===== src/rtl/temp_sens_pkg.sv =====
// Shared types and constants for the three-sensor SPI temperature scheduler.
package temp_sens_pkg;

  localparam int unsigned DATA_W = 16;

  typedef enum logic [1:0] {
    IDLE,
    CS_SETUP,
    SHIFT,
    CS_HOLD
  } state_t;

  localparam logic [1:0] SENS_1 = 2'd1;
  localparam logic [1:0] SENS_2 = 2'd2;
  localparam logic [1:0] SENS_3 = 2'd3;

  function automatic logic sel_legal(input logic [1:0] sel);
    return sel != 2'd0;
  endfunction

endpackage


===== src/rtl/temp_sens_scheduler_spi_rx_shifter.sv =====
// SPI receive engine: SCK generation, MSB-first sampling on SCK rise, bit count, done pulse.
module spi_rx_shifter
  import temp_sens_pkg::*;
#(
  parameter int unsigned SCK_DIV = 8
) (
  input  logic              clk,
  input  logic              rst,
  input  logic              clear,
  input  logic              run,
  input  logic              so,
  output logic              sck,
  output logic [DATA_W-1:0] data,
  output logic [4:0]        count,
  output logic              done
);

  localparam int unsigned DIV_W = (SCK_DIV > 2) ? $clog2(SCK_DIV) : 1;
  localparam logic [DIV_W-1:0] HALF_LAST = DIV_W'(SCK_DIV / 2 - 1);
  localparam logic [DIV_W-1:0] FULL_LAST = DIV_W'(SCK_DIV - 1);

  logic [DIV_W-1:0] div_cnt;

  always_ff @(posedge clk) begin
    if (rst) begin
      div_cnt <= '0;
      sck     <= 1'b0;
      data    <= '0;
      count   <= '0;
    end else begin
      if (run) begin
        if (div_cnt == FULL_LAST) begin
          div_cnt <= '0;
          sck     <= 1'b0;
        end else begin
          div_cnt <= div_cnt + 1'b1;
        end
        // sample on the same edge that raises SCK
        if (div_cnt == HALF_LAST) begin
          sck   <= 1'b1;
          data  <= {data[DATA_W-2:0], so};
          count <= count + 1'b1;
        end
      end else begin
        div_cnt <= '0;
        sck     <= 1'b0;
      end
      if (clear) begin
        count <= '0;
      end
    end
  end

  assign done = run && (div_cnt == FULL_LAST) && (count == 5'(DATA_W));

endmodule


===== src/rtl/temp_sens_scheduler.sv =====
// Periodic / forced read scheduler for three SPI temperature sensors on a shared SCK/SO bus.
module temp_sens_scheduler
  import temp_sens_pkg::*;
#(
  parameter int unsigned SCK_DIV      = 8,
  parameter int unsigned CS_SETUP_CYC = 2,
  parameter int unsigned CS_HOLD_CYC  = 2
) (
  input  logic        fab_clk_16MHz,
  input  logic        rst,
  input  logic        en,
  input  logic [31:0] period,
  input  logic        force_req,
  input  logic [1:0]  force_sel,
  output logic        force_ack,
  output logic        force_err,
  output logic        temp_sck,
  output logic        temp1_csn,
  output logic        temp2_csn,
  output logic        temp3_csn,
  input  logic        temp_so,
  output logic [15:0] temp1,
  output logic [15:0] temp2,
  output logic [15:0] temp3,
  output logic [2:0]  temp_valid,
  output logic [4:0]  temp_count_data,
  output logic        busy
);

  state_t state, state_next;
  logic [1:0]  sel, sel_next;
  logic        is_force, force_next;
  logic [7:0]  phase_cnt;
  logic [1:0]  round_idx;
  logic        sched_pend;
  logic [31:0] pcnt;
  logic        ack_c, err_c, complete, wrap;
  logic        shift_done;
  logic [DATA_W-1:0] shift_data;

  spi_rx_shifter #(.SCK_DIV(SCK_DIV)) u_shifter (
    .clk   (fab_clk_16MHz),
    .rst   (rst),
    .clear (state == CS_SETUP),
    .run   (state == SHIFT),
    .so    (temp_so),
    .sck   (temp_sck),
    .data  (shift_data),
    .count (temp_count_data),
    .done  (shift_done)
  );

  always_comb begin
    state_next = state;
    sel_next   = sel;
    force_next = is_force;
    ack_c      = 1'b0;
    err_c      = 1'b0;
    complete   = 1'b0;
    case (state)
      IDLE: begin
        // forced reads outrank the schedule; a pending round simply waits
        if (force_req) begin
          if (sel_legal(force_sel)) begin
            ack_c      = 1'b1;
            sel_next   = force_sel;
            force_next = 1'b1;
            state_next = CS_SETUP;
          end else begin
            err_c = 1'b1;
          end
        end else if (sched_pend && en) begin
          sel_next   = round_idx;
          force_next = 1'b0;
          state_next = CS_SETUP;
        end
      end
      CS_SETUP: if (phase_cnt == 8'(CS_SETUP_CYC - 1)) state_next = SHIFT;
      SHIFT:    if (shift_done) state_next = CS_HOLD;
      CS_HOLD: begin
        if (phase_cnt == 8'(CS_HOLD_CYC - 1)) begin
          complete   = 1'b1;
          state_next = IDLE;
        end
      end
      default: state_next = IDLE;
    endcase
  end

  assign wrap = en && ((period == 32'd0) ? (state == IDLE) : (pcnt == period - 32'd1));

  always_ff @(posedge fab_clk_16MHz) begin
    if (rst) begin
      state      <= IDLE;
      sel        <= '0;
      is_force   <= 1'b0;
      phase_cnt  <= '0;
      round_idx  <= SENS_1;
      sched_pend <= 1'b0;
      pcnt       <= '0;
      temp1      <= '0;
      temp2      <= '0;
      temp3      <= '0;
      temp_valid <= '0;
      force_ack  <= 1'b0;
      force_err  <= 1'b0;
    end else begin
      state      <= state_next;
      sel        <= sel_next;
      is_force   <= force_next;
      phase_cnt  <= (state_next != state) ? '0 : phase_cnt + 1'b1;
      force_ack  <= ack_c;
      force_err  <= err_c;
      temp_valid <= '0;
      if (complete) begin
        case (sel)
          SENS_1:  begin temp1 <= shift_data; temp_valid <= 3'b001; end
          SENS_2:  begin temp2 <= shift_data; temp_valid <= 3'b010; end
          SENS_3:  begin temp3 <= shift_data; temp_valid <= 3'b100; end
          default: ;
        endcase
      end
      if (en) begin
        pcnt <= (wrap || period == 32'd0) ? '0 : pcnt + 32'd1;
      end
      // later assignments win: a finished or abandoned round beats a coincident wrap
      if (wrap) sched_pend <= 1'b1;
      if (state == IDLE && !en) begin
        sched_pend <= 1'b0;
        round_idx  <= SENS_1;
      end
      if (complete && !is_force) begin
        if (sel == SENS_3 || !en) begin
          sched_pend <= 1'b0;
          round_idx  <= SENS_1;
        end else begin
          round_idx <= sel + 2'd1;
        end
      end
    end
  end

  assign temp1_csn = !(state != IDLE && sel == SENS_1);
  assign temp2_csn = !(state != IDLE && sel == SENS_2);
  assign temp3_csn = !(state != IDLE && sel == SENS_3);
  assign busy      = (state != IDLE);

endmodule


===== config.mk =====
export PLATFORM = sky130hd
export DESIGN_NAME = temp_sens_scheduler
export DESIGN_NICKNAME = d
export VERILOG_FILES = /design/src/rtl/temp_sens_pkg.sv /design/src/rtl/temp_sens_scheduler_spi_rx_shifter.sv /design/src/rtl/temp_sens_scheduler.sv
export SDC_FILE = /design/constraint.sdc
export NUM_CORES = 1
export LEC_CHECK = 0
export CORE_MARGIN = 5
export CORE_UTILIZATION = 54
export DETAILED_ROUTE_END_ITERATION = 12
export MAX_ROUTING_LAYER = met4
export PLACE_DENSITY = 0.86
export RECOVER_POWER = 100
export REMOVE_ABC_BUFFERS = 1
export SKIP_CTS_REPAIR_TIMING = 1
export SYNTH_ARGS = -nofsm -noshare
export SYNTH_HDL_FRONTEND = slang
export SYNTH_SLANG_ARGS = --single-unit
export TNS_END_PERCENT = 50

===== constraint.sdc =====
create_clock -name fab_clk_16MHz -period 4.85 [get_ports fab_clk_16MHz]
set_input_delay 0.97 -clock fab_clk_16MHz [delete_from_list [all_inputs] [get_ports fab_clk_16MHz]]
set_output_delay 0.97 -clock fab_clk_16MHz [all_outputs]
set_load 0.02 [all_outputs]

; ---- Yosys cells after proc, flatten, opt, wreduce, memory -nomap -nowiden
; Cells that the tools add are included.
[word_totals]
in_bits = 39
elab_cells = 103
out_inout_bits = 63
ff_bits = 126
[op_classes]
n_reduce_logical = 34
n_bitwise = 4
add_sub_neg = 6
muxes = 29
eq_ne = 13
[op_table]
columns = operator, count
row1 = "adder 32 x 1 -> 32 bit, second input constant", 1
row2 = == test 32 bit, 1
row3 = logical NOT 32 bit, 1
row4 = 2-to-1 mux 32 bit, 1
row5 = "subtractor 32 x 1 -> 32 bit, second input constant", 1
row6 = 2-to-1 mux 2 bit, 12
row7 = 2-to-1 mux 1 bit, 14
row8 = nonzero test 2 bit, 5
row9 = logical AND 1 bit, 9
row10 = case mux 3 bit (3 select lines), 1
row11 = "adder 8 x 1 -> 8 bit, second input constant", 1
row12 = "== test 2 bit, second input constant", 4
row13 = "== test 8 x 1 -> 1 bit, second input constant", 1
row14 = case mux 2 bit (4 select lines), 1
row15 = AND reduction 2 bit, 4
row16 = OR reduction 2 bit, 4
row17 = OR reduction 3 bit, 2
row18 = "adder 5 x 1 -> 5 bit, second input constant", 1
row19 = "== test 5 bit, second input constant", 1
row20 = logical NOT 1 bit, 5
row21 = "== test 2 x 1 -> 1 bit, second input constant", 2
row22 = inverter 1 bit, 4
row23 = "adder 3 x 1 -> 3 bit, second input constant", 1
row24 = "== test 3 x 2 -> 1 bit, second input constant", 1
row25 = 7 further kinds, 8

; ---- Longest topological paths before layout
[depth]
depth_word = 8
ltp_mapped = 12
ltp_nobuf = 10

; ---- Modules after synthesis
; Synthesis repeated with hierarchy kept, for this count alone.
[hier_totals]
cells_unflattened = 763
area_unflattened_um2 = 6406.1
[modules_own_cells]
columns = mod, seq_area_each_um2, cells_each, instances, area_each_um2
row1 = temp_sens_scheduler, 2021.9, 648, 1, 5335.1
row2 = spi_rx_shifter, 500.5, 115, 1, 1071.0

; ---- Worst setup path before layout
; Ideal clock, no wire load.
[synth_timing]
path_kind = input to register
start = input port period[0]
end = register pcnt[10]
required_ns = 4.718
arrival_ns = 3.554
stages = 10
n_path_buf = 3
slack_ns = 1.164
setup_time_ns = 0.132
path_cell_list = or4_1 > buf_2 > or4_1 > clkbuf_2 > or4_1 > a311oi_1 > o2111ai_2 > a21boi_2 > buf_6 > nor3_1
[synth_between]
elab_chain_len = 6
elab_cells_between_ends = 7
classes_between = 1 x add/sub / 1 x eq/ne / 2 x mux / 3 x reduce/logical
[synth_lines]
columns = element, line
row1 = "start, declared", temp_sens_scheduler.sv:12  ; input logic [31:0] period,
row2 = subtractor 32 x 1 -> 32 bit, temp_sens_scheduler.sv:90  ; assign wrap = en && ((period == 32'd0) ? (state == IDLE) : (pcnt == period - 32'd1));
row3 = == test 32 bit, temp_sens_scheduler.sv:90
row4 = 2-to-1 mux 1 bit, temp_sens_scheduler.sv:90
row5 = logical AND 1 bit, temp_sens_scheduler.sv:90
row6 = logical OR 1 bit (*), temp_sens_scheduler.sv:124  ; pcnt <= (wrap || period == 32'd0) ? '0 : pcnt + 32'd1;
row7 = 2-to-1 mux 32 bit (*), temp_sens_scheduler.sv:124
row8 = "end signal, assigned", temp_sens_scheduler.sv:124
row9 = "end, declared", temp_sens_scheduler.sv:36  ; logic [31:0] pcnt;
; Every way passes the cells marked *; elsewhere a longest branch is shown, timed or not.
; A chain may end at the register's enable or synchronous reset.

; ---- Worst setup path in the final report
[layout_timing]
start = input port period[8]
end = register pcnt[28]
; The elaborated chain is that of the path after synthesis.

==> impl_summary.md <==
GRT
The number of global-route vias before repair is 5537. Across every metal layer, demand over resource in global routing totals 0.254. The largest net degree at the start of global routing is 89. The global route total overflow is 0. The first global-routing pass estimated 26600 um of wire. The number of antenna violations at the first check in global routing came to 0.

Drt
The uppermost metal layer occupied by signal nets is met4. The detailed route wirelength on metal2 is 7560 um. The final antenna-violating net count is 0. In the final routing, the length of wire on met1 measures 7180 um. Dividing the detail-routed via count by the number of cells gives 5.69. The final wirelength is 16300 um. Detailed routing placed a total of 1290 um of wire on met3. The via total after detailed routing is 5794. The total DRC errors in the routed layout is 0. Dividing the detail-routed wire length by the instance count gives 16.0 um.

After the first detailed-routing iteration, the DRC count stood at 439. The number of iterations in the first detailed-routing pass is 5.

Finish
The number of fillers in the final layout is 857. Compared with the post-synthesis result, the final layout area differs by 27.4%. The post-route core utilization is 0.695. The number of nets in the final layout is 915.

The number of antenna cells inserted is 0. The area of all placed cells without fillers is 7830 um^2. Across the whole layout, storage elements account for 2520 um^2. The ratio of cells with drive above 1 in the final layout is 0.0548. In the final layout, the multi-input gates occupy 3370 um^2. The final cell count without fillers is 1019.

Pwr
The proportion of power drawn by combinational gates is 0.065. The switching power total is 0.537 mW. The power per cell area is 317 nW/um^2. Of the total power, the share spent switching nets is 0.216. The clock network fraction of design power is 0.511. The static leakage is 2.90 nW.

The post-route total power is 2.48 mW. Cell internal power was estimated by the tool at 1.95 mW. Of the total power, registers draw 0.424.

The maximum vdd ir drop is 303 uV.

Setup path
The category of the worst setup path capture point is a flip-flop. STA puts the critical path data arrival time at 4.47 ns. By startpoint and endpoint, the worst setup path is classified as in2reg. Of all nets on the critical path, the largest fanout is 30.

The required time reported for the critical path endpoint is 4.98 ns. The type of origin of the critical path is an input port.

Clock tree
After clock tree synthesis, the clock-pin slew on the worst setup and hold paths is 0.06 ns. In this run, CTS created clock tree buffers numbering 17. The H-tree generated during clock tree synthesis spans 4 levels.

The tree is rooted in a sky130_fd_sc_hd__clkbuf_16. The TritonCTS clock tree is built. The clock sink count is 126.

Counting along the longest clock path gives a buffer depth of 2. The clock insertion delay at the later pin of the skew report is 0.42 ns.

Logic synthesis
The mapped netlist covers 6150 um^2. After synthesis, the share of cell area in mux cells is 0.00835. The number of library cell types mapped by synthesis is 54. Sorting the synthesized cells by area gives the leading types as sky130_fd_sc_hd__dfxtp_1 (41%), sky130_fd_sc_hd__nand2_1 (10%), sky130_fd_sc_hd__xor2_1 (6.6%), sky130_fd_sc_hd__a21oi_1 (6.1%), sky130_fd_sc_hd__xnor2_1 (4.3%). The combinational family with the most area after synthesis is simple AND/OR/NAND/NOR gates. The dominant cell type by area after synthesis is sky130_fd_sc_hd__dfxtp_1. Of the synthesized area, sequential elements account for 0.410.

The area fraction in compound gates after synthesis is 0.114. The cell count after synthesis is 773. The xor/xnor cell area share of the yosys netlist is 0.108.

The most frequently used flop master after synthesis is sky130_fd_sc_hd__dfxtp_1. The mean instance size in the synthesized netlist is 7.95 um^2. Counting instances in the post-synthesis netlist gives the leading cell types as sky130_fd_sc_hd__nand2_1 (163), sky130_fd_sc_hd__dfxtp_1 (126), sky130_fd_sc_hd__a21oi_1 (75). During synthesis, Yosys emitted a total of 0 warnings.

The share of flip-flops with an asynchronous set or reset after synthesis is 0. The most common cell in the synthesized netlist is sky130_fd_sc_hd__nand2_1. Of the total synthesized cell area, the portion taken by AND, OR, NAND and NOR gates is 0.295. The register bit count reported by yosys is 126. The area share of the largest cell type after synthesis is 0.410. Yosys mapped a number of flops with a built-in enable equal to 0. The adder-cell share of the synthesized area is 0.0244.

Placement
Port buffering added 101 buffers. The worst-case setup slack after placement is 0.401 ns. Summed over all nets, the half-perimeter wirelength after detailed placement is 11300 um.

The instance count after placement with tap cells included is 988. The total placed instance area is 7250 um^2. Routability-driven placement finished with a final weighted congestion of 0.942.

Timing
The maximum clock skew at final layout is 0.00757 ns. At the pin with the least slew margin, the transition time is 3.65 ns. The setup total negative slack is 0 ns. The final clock period utilization by the worst path is 0.895. The final setup slack of the worst path is 0.510 ns. The worst path in the final design needs a cycle of 4.34 ns, including I/O delays and setup. The max-slew violation count was 89. The number of setup violations in the final report is 0. The number of failing hold endpoints at the final stage is 0.

Measured against its own limit, the worst slew margin works out to -1.44. Setup repair after global routing left no endpoint under its margin. The achievable frequency is 230 MHz.

The worst hold slack across all endpoints is 0.423 ns.

Floorplanning
For this configuration, the core starts out at a cell density of 0.545. The area of the die is 13600 um^2. In this run the core area contains 39 standard-cell rows. From bottom edge to top edge, the die measures 117 um. The x dimension of the die is 117 um. The number of top-level design ports is 102. In this run the standard cell core region covers 11300 um^2.

Status
The flow ran to the end, but the final reports show violations. The final reports fail on max-capacitance violations, max-slew violations.

Min path
The worst hold path belongs to the class reg2reg.

Run
The number of max-cap violations is 1.
[worst max-delay path, cell delays in order]
cell and delay, ns:
sky130_fd_sc_hd__clkdlybuf4s50_1 0.50, sky130_fd_sc_hd__or4_4 0.59, sky130_fd_sc_hd__or4_1 0.69, sky130_fd_sc_hd__or3_1 0.40
sky130_fd_sc_hd__o2bb2ai_1 0.12, sky130_fd_sc_hd__nor4_1 0.26, sky130_fd_sc_hd__o2111ai_1 0.25, sky130_fd_sc_hd__a21boi_0 0.38
sky130_fd_sc_hd__buf_12 0.23, sky130_fd_sc_hd__nor3_1 0.07
[registers in the layout (all words and copies together), names as in the netlist, 2 cells and up]
register	flops
u_shifter.div_cnt	3
pcnt	32
temp3	16
state	2
temp2	16
u_shifter.data	16
temp_valid	3
round_idx	2
sel	2
phase_cnt	8
temp1	16
u_shifter.count	5
[final timing paths]
check | startpoint | to | slack [ns] | cells after the start
setup reg to reg | phase_cnt[0] | temp3[12] | 1.94 | 7
hold reg to reg | u_shifter.div_cnt[0] | u_shifter.div_cnt[0] | 0.42 | 1
setup / recovery | period[8] | pcnt[28] | 0.51 | 10
hold / removal | u_shifter.div_cnt[0] | u_shifter.div_cnt[0] | 0.42 | 1
[layout by cell type (no fill, tap or decap), types with 9 or more instances in the layout]
cell type and instances:
sky130_fd_sc_hd__buf_4 9, sky130_fd_sc_hd__nand2_1 163, sky130_fd_sc_hd__or4_1 9, sky130_fd_sc_hd__clkdlybuf4s50_1 37, sky130_fd_sc_hd__xnor2_1 30, sky130_fd_sc_hd__nand4_1 18
sky130_fd_sc_hd__ha_1 12, sky130_fd_sc_hd__nor3_1 47, sky130_fd_sc_hd__nor2_1 50, sky130_fd_sc_hd__xor2_1 46, sky130_fd_sc_hd__dlygate4sd3_1 63, sky130_fd_sc_hd__nand3_1 23
sky130_fd_sc_hd__nor4_1 17, sky130_fd_sc_hd__a21oi_1 75, sky130_fd_sc_hd__inv_1 19, sky130_fd_sc_hd__dfxtp_1 126, sky130_fd_sc_hd__clkbuf_16 17
[cell type report]
class	instances	area share
Inverter	19	0.00911
Clock inverter	5	0.00990
Tap cell	143	0.0228
Clock buffer	26	0.0663
Timing Repair Buffer	111	0.139
Multi-Input combinational cell	589	0.430
Sequential cell	126	0.322
[kinds of logic after synthesis]
logic type               Yosys count
adder cells (fa/ha/maj)           12
AO/OA/AOI/OAI                    117
buffers and inverters             58
flip-flops                       126
AND/OR/NAND/NOR                  379
multiplexers                       5
XOR/XNOR                          76
[power groups by stage]
stage,clock network [mW],logic [mW],registers [mW]
after floorplan,0,0.0730,1.07
after global placement,0,0.159,1.07
after detailed placement,0,0.159,1.07
after CTS,1.28,0.161,1.05
after global routing,1.34,0.177,1.05
final,1.27,0.162,1.05
[routing by layer]
metal / up-vias / global-route usage
li1: 2862 / -
met2: 206 / 0.396
met1: 2691 / 0.316
met5: - / -
met4: 0 / 0.0742
met3: 35 / 0.0834
No activity file was read; power rests on OpenSTA's default activity.
